**src/rtl/mul_seq_ctrl.sv**
```systemverilog
// Multi-cycle shift-add MUL/MLA sequencer for the E stage; stalls F/D/E while it iterates.
// Optional early termination on a zero multiplier is enabled by defining MUL_EARLY_TERM_EN.
module mul_seq_ctrl #(
    parameter int WIDTH          = 32,
    parameter int BITS_PER_CYCLE = 2
) (
    input  logic             clk,
    input  logic             reset,
    input  logic             MulStartE,
    input  logic             MulAccE,
    input  logic             MulKillE,
    input  logic [WIDTH-1:0] RmE,
    input  logic [WIDTH-1:0] RsE,
    input  logic [WIDTH-1:0] RaE,
    output logic             StallMul,
    output logic             MulBusy,
    output logic             MulDoneE,
    output logic [WIDTH-1:0] MulResultE,
    output logic [1:0]       MulFlagsE
);

    localparam int STEPS = WIDTH / BITS_PER_CYCLE;
    localparam int CNT_W = $clog2(STEPS + 1);

    typedef enum logic [1:0] {
        IDLE,
        RUN,
        DONE
    } state_t;

    state_t state, state_next;

    logic [WIDTH-1:0] mcand, mplier, acc;
    logic [CNT_W-1:0] cnt;

    logic [WIDTH-1:0] partial, acc_sum, mplier_shift, start_acc;
    logic             start_ok, rs_zero, next_zero;

    // One digit of the multiplier times the shifted multiplicand, built from shifted adds.
    always_comb begin
        partial = '0;
        for (int i = 0; i < BITS_PER_CYCLE; i++) begin
            if (mplier[i]) begin
                partial = partial + (mcand << i);
            end
        end
    end

    assign acc_sum      = acc + partial;
    assign mplier_shift = mplier >> BITS_PER_CYCLE;
    assign start_acc    = MulAccE ? RaE : '0;
    assign start_ok     = MulStartE & ~MulKillE;

`ifdef MUL_EARLY_TERM_EN
    assign rs_zero   = (RsE == '0);
    assign next_zero = (mplier_shift == '0);
`else
    assign rs_zero   = 1'b0;
    assign next_zero = 1'b0;
`endif

    always_ff @(posedge clk) begin
        if (reset) begin
            state <= IDLE;
        end else begin
            state <= state_next;
        end
    end

    always_comb begin
        state_next = state;
        StallMul   = 1'b0;
        MulBusy    = 1'b0;
        MulDoneE   = 1'b0;
        MulResultE = '0;
        MulFlagsE  = 2'b00;
        case (state)
            IDLE: begin
                if (start_ok) begin
                    StallMul   = 1'b1;
                    state_next = rs_zero ? DONE : RUN;
                end
            end
            RUN: begin
                MulBusy = 1'b1;
                if (MulKillE) begin
                    state_next = IDLE;
                end else begin
                    StallMul = 1'b1;
                    if (cnt == CNT_W'(1) || next_zero) begin
                        state_next = DONE;
                    end
                end
            end
            DONE: begin
                // Start is still high for the same instruction here; it must not re-launch.
                MulDoneE   = 1'b1;
                MulResultE = acc;
                MulFlagsE  = {acc[WIDTH-1], (acc == '0)};
                state_next = IDLE;
            end
            default: state_next = IDLE;
        endcase
    end

    always_ff @(posedge clk) begin
        if (reset) begin
            mcand  <= '0;
            mplier <= '0;
            acc    <= '0;
            cnt    <= '0;
        end else begin
            case (state)
                IDLE: begin
                    if (start_ok) begin
                        mcand  <= RmE;
                        mplier <= RsE;
                        acc    <= start_acc;
                        cnt    <= CNT_W'(STEPS);
                    end
                end
                RUN: begin
                    if (!MulKillE) begin
                        acc    <= acc_sum;
                        mcand  <= mcand << BITS_PER_CYCLE;
                        mplier <= mplier_shift;
                        cnt    <= cnt - CNT_W'(1);
                    end
                end
                default: ;
            endcase
        end
    end

endmodule

```
**config.mk**
```make
export PLATFORM = sky130hd
export DESIGN_NAME = mul_seq_ctrl
export DESIGN_NICKNAME = d
export VERILOG_FILES = /design/src/rtl/mul_seq_ctrl.sv
export SDC_FILE = /design/constraint.sdc
export NUM_CORES = 1
export LEC_CHECK = 0
export CAP_MARGIN = 25
export CORE_UTILIZATION = 28
export CTS_CLUSTER_DIAMETER = 50
export DETAILED_ROUTE_END_ITERATION = 16
export SETUP_SLACK_MARGIN = 0.3
export SLEW_MARGIN = 20
export SYNTH_ARGS = -nofsm -noshare
export SYNTH_HDL_FRONTEND = slang
export SYNTH_SLANG_ARGS = --single-unit
```
**constraint.sdc**
```tcl
create_clock -name clk -period 10.75 [get_ports clk]
set_input_delay 2.15 -clock clk [delete_from_list [all_inputs] [get_ports clk]]
set_output_delay 2.15 -clock clk [all_outputs]
set_load 0.02 [all_outputs]
```
After elaboration in Yosys (flattened, before gate mapping)
Index checks and enable logic that the tools add are counted.
Widths: inputs -> output; s select.
- input port bits: 101
- output and inout bits: 37
- register bits: 103
- logic and storage cells: 47
- equality and inequality tests: 6
- reductions and logical operators: 5
- mux-type cells: 26
- $add $sub $neg: 3
- bitwise logic cells: 2
- operators with widths (kind ; number):
    $mux 32 ; 10
    $pmux 32 s2 ; 3
    $add 32x32->32 ; 2
    $logic_not 32->1 ; 1
    $mux 5 ; 2
    $pmux 5 s2 ; 1
    $mux 2 ; 4
    $eq 5x1->1 const B ; 1
    $sub 5x1->5 const B ; 1
    $mux 1 ; 4
    $ne 2x2->1 const B ; 2
    $pmux 2 s2 ; 1
    $ne 3x3->1 const B ; 1
    $reduce_and 3->1 ; 1
    $eq 2x1->1 const B ; 1
    $eq 2x2->1 const B ; 1
    $logic_not 2->1 ; 1
    $pmux 1 s2 ; 1
    $reduce_and 2->1 ; 1
    $reduce_bool 2->1 ; 1
    $and 1x1->1 ; 1
    $not 1->1 ; 1

Logic depth before layout (Yosys ltp)
- word-level depth: 6
- gate-level depth with buffers: 28
- mapped depth without buffers: 26

Least setup slack after synthesis
OpenSTA, ideal clock, no wires.
- path kind: input to output
- start point: input port MulKillE
- end point: output port StallMul
- arrival time: 3.655 ns
- setup slack: 4.945 ns
- path buffers: 2
- stages: 5
- data required time: 8.600 ns
- cells stage by stage: nor4b_2 > nor2_1 > inv_2 > clkbuf_1 > clkbuf_1
- longest elaborated chain between the ends: 4
- elaborated cells on any way between the ends: 5
- classes of those cells: 3 x mux; 2 x bitwise
- RTL lines (element ; RTL line ; RTL):
    from (decl) ; 11 ; input logic MulKillE,
    $not 1->1 ; 52 ; assign start_ok = MulStartE & ~MulKillE;
    $and 1x1->1 ; 52 ;
    $mux 1 ; 79 ; if (start_ok) begin
    $pmux 1 s2 * ; 77 ; case (state)
    to (decl) ; 15 ; output logic StallMul,
Mark *: on every way between the ends. The rest lies on a longest branch, timed or not.

Final worst setup path
Ends and elaborated chain as after synthesis.

==> summary.md <==
| Metric | Value |
|---|---|
| Post-synthesis sequential area ratio | 23.5% |
| PortBufs | 137 |
| Final Instance Count excl. Fillers | 1697 |
| Final setup violation count | 0 |
| H-tree depth | 3 |
| Post-synth EDFFs | 0 |
| Slowest cell on crit path | nor4b_2 |
| # nets final | 1453 |
| Worst hold margin | 0.477 ns |
| Largest net degree at the start of global routing | 95 |
| Critical path startpoint category | primary input |
| Worst setup EP type | primary output |
| Die W | 179 um |
| GRT Total Usage | 17.3% |
| Final core utilization | 34.6% |
| CTS tree | done |
| Sink Count | 103 |
| Async set-or-reset flop fraction in the synthesized netlist | 0% |
| Number of iterations in the first detailed-routing pass | 11 |
| Clock latency on the worst-skew pair | 0.37 ns |
| CP Data Arrival Time | 4.82 ns |
| DP Cell Count | 1681 |
| Comb power frac | 25.8% |
| Vias post-DR | 8999 |
| RSZ-0062 raised after global routing | false |
| Slew Limit Fails | 0 |
| Distinct cell type count after synthesis | 80 |
| Vias in the first global route | 8334 |
| Synth Instances | 1235 |
| Cts repair resizes | 0 |
| Tmin final | 6.97 ns |
| Sequential power share | 42.0% |
| Max Clock Skew | 0.0145 ns |
| Total wire length | 27.6 mm |
| Worst endpoint required time | 8.60 ns |
| Hold_buf cts | 0 |
| Area Growth Syn to Fin | 21.3% |
| Share of cells above drive strength 1 | 4.23% |
| Primary FF master, synth | dfxtp_1 |
| Die Height | 179 um |
| Clk buf depth | 2 |
| Final period util | 64.9% |
| Remaining global-route overflow | 0 |
| CP most frequent cell | clkdlybuf4s50_1 |
| Slew Limit Headroom | 34.1% |
| Clock share of power | 32.1% |
| Root Buffer | clkbuf_16 |
| Crit-path max FO | 69 |
| Mapped Area | 0.00878 mm2 |
| Highest clock rate | 143 MHz |
| Routed length per instance | 16.3 um |
| Status | finished, violations left |
| Starting Density | 28.5% |
| Vias/cell | 5.30 |
| DRC viols | 6 |
| Cell row count | 64 |
| Max Cap Viol | 0 |
| # fillers | 3272 |
| Mapped Avg Cell Area | 7.11 um2 |
| Antenna viol nets, final | 0 |
| Post-CTS setup buffer count | 0 |
| Final HPWL DP | 19.6 mm |
| Synth Net Count | 1392 |
| Die area | 0.0321 mm2 |
| P_int | 0.000708 W |
| Initial DRC Count | 595 |
| N_diodes | 0 |
| CP Cell Sequence | clkdlybuf4s50_1, nor4b_2, nor2_2, inv_4, clkdlybuf4s50_1 |
| Pwr per Cell Area | 103 mW/mm2 |
| Core Area | 0.0307 mm2 |
| Setup TNS | 0 ns |
| Worst Tran Pin Value | 0.989 ns |
| I/O pin total | 138 |
| Clock transition at path regs | 0.09 ns |
| Synth warnings | 0 |
| Lkg Pwr | 4.05 nW |
| First-pass GRT wire length | 44.1 mm |
| Hold Crit Class | reg2reg |
| CTS Buf Count | 9 |
| Slowest stage delay, CP | 0.75 ns |
| Hold Fails Final Rpt | 0 |
| GPL Wtd Cong | 0.883 |
| NetSw | 0.000390 W |
| Switching share of power | 35.5% |
| Yosys reg bits | 103 |
| WS Path Type | in2out |
| Peak VDD IR | 0.0785 mV |
| Failing checks | DRC |
| Initial antenna violation count | 0 |
## synth_stat cells (all sizes together) (6+ instances only)
cell type  number  area (um2)
a311oi         72         631
a21boi          7        52.6
o21ai          59         295
nor2          140         526
inv            31         116
and3            7        43.8
nand2b          8        50.1
nand3          35         175
nor3           43         215
nor2b           8        50.1
o211ai         14         110
dfxtp         103        2060
clkbuf         81         304
o21a           11        82.6
mux2            8        90.1
nor4           12        75.1
xor2           23         201
nand2         222         833
ha             54         676
a31oi          11        68.8
a21o           16         120
a211oi         11        92.6
a221oi         14         123
a21oi          60         308
o22ai           7        43.8
buf            13        76.3
a22oi           8        60.1
xnor2          34         298
and2           45         282
o221ai          6        58.8
## area by class of cell
type	instances	area, um2	share of cell area, %
clock buffers	9	225	2.11
well taps	396	495	4.65
clock inverters	7	93.8	0.881
inverters	32	123	1.15
repair buffers	144	1420	13.3
flip-flops and latches	103	2060	19.4
multi-input cells	1006	6230	58.5
## metrics by stage
step	setup slack, ns	instance area (um2)	total power (W)
after CTS	3.79	10600	0.00111
after global routing	3.58	10600	0.00116
after detailed placement	3.79	10300	0.000752
after global placement	3.86	10300	0.000748
after floorplan	4.94	8780	0.000656
final	3.78	10600	0.00110
## flip-flops by register name (all words and copies together) (netlist names)
| name | cells |
|---|---|
| mcand | 32 |
| mplier | 32 |
| cnt | 5 |
| acc | 32 |
| state | 2 |
## cells by family after synthesis
logic type / share of synthesized area (%)
simple gates: 28.3
compound gates: 27.4
buf+inv: 5.70
flops: 23.5
xor+xnor: 5.69
fa+ha+maj: 8.15
mux: 1.25
## routing by layer
layer | routed length, um | vias up | track usage (%)
li1 | - | 4570 | -
met5 | 0 | - | 0
met2 | 12100 | 213 | 26.6
met3 | 1460 | 28 | 3.14
met1 | 13600 | 4188 | 24.5
met4 | 465 | 0 | 4.56
## path summary, 6_finish.rpt
kind,startpoint,end,slack [ns],cells after the start
setup reg to reg,mplier[0],acc[31],4.08,26
hold / removal,mplier[24],mplier[22],0.48,2
hold reg to reg,mplier[24],mplier[22],0.48,2
setup / recovery,MulKillE,StallMul,3.78,5
## power by group through the flow
stage	combinational (W)	sequential [W]	clock [W]
floorplan	0.000215	0.000441	0
global placement	0.000280	0.000468	0
detailed placement	0.000283	0.000470	0
CTS	0.000285	0.000461	0.000362
global route	0.000318	0.000468	0.000375
finish	0.000284	0.000461	0.000353
## cells in the final DEF, fill, tap and decap left out, types with 4 or more instances in the layout
master and n:
nand2_1 222, o22ai_1 7, nand3b_1 5, clkbuf_16 9
xor2_1 23, a311oi_1 72, clkdlybuf4s50_1 136, a31oi_1 11
nand4_1 5, o21a_1 11, a221oi_1 14, o211ai_1 13
dfxtp_1 102, nor4_1 12, a21oi_1 58, and2_1 45
nand3_1 35, buf_4 8, o21bai_1 5, o221ai_1 5
a21o_1 16, nand2b_1 7, a22oi_1 8, inv_1 29
clkinv_8 4, o2111ai_1 4, mux2_2 8, nor3_1 43
nor2_1 139, a21boi_0 5, xnor2_1 34, ha_1 54
nor2b_1 7, a211oi_1 9, o21ai_1 7, and3_1 7
o21ai_0 52
## worst max-delay path, delay by kind of cell
family                 cells  cell delay (ns)
buffers and inverters      3             1.77
AND/OR/NAND/NOR            2             0.89
Note: power is estimated with default switching activity, not from simulation.
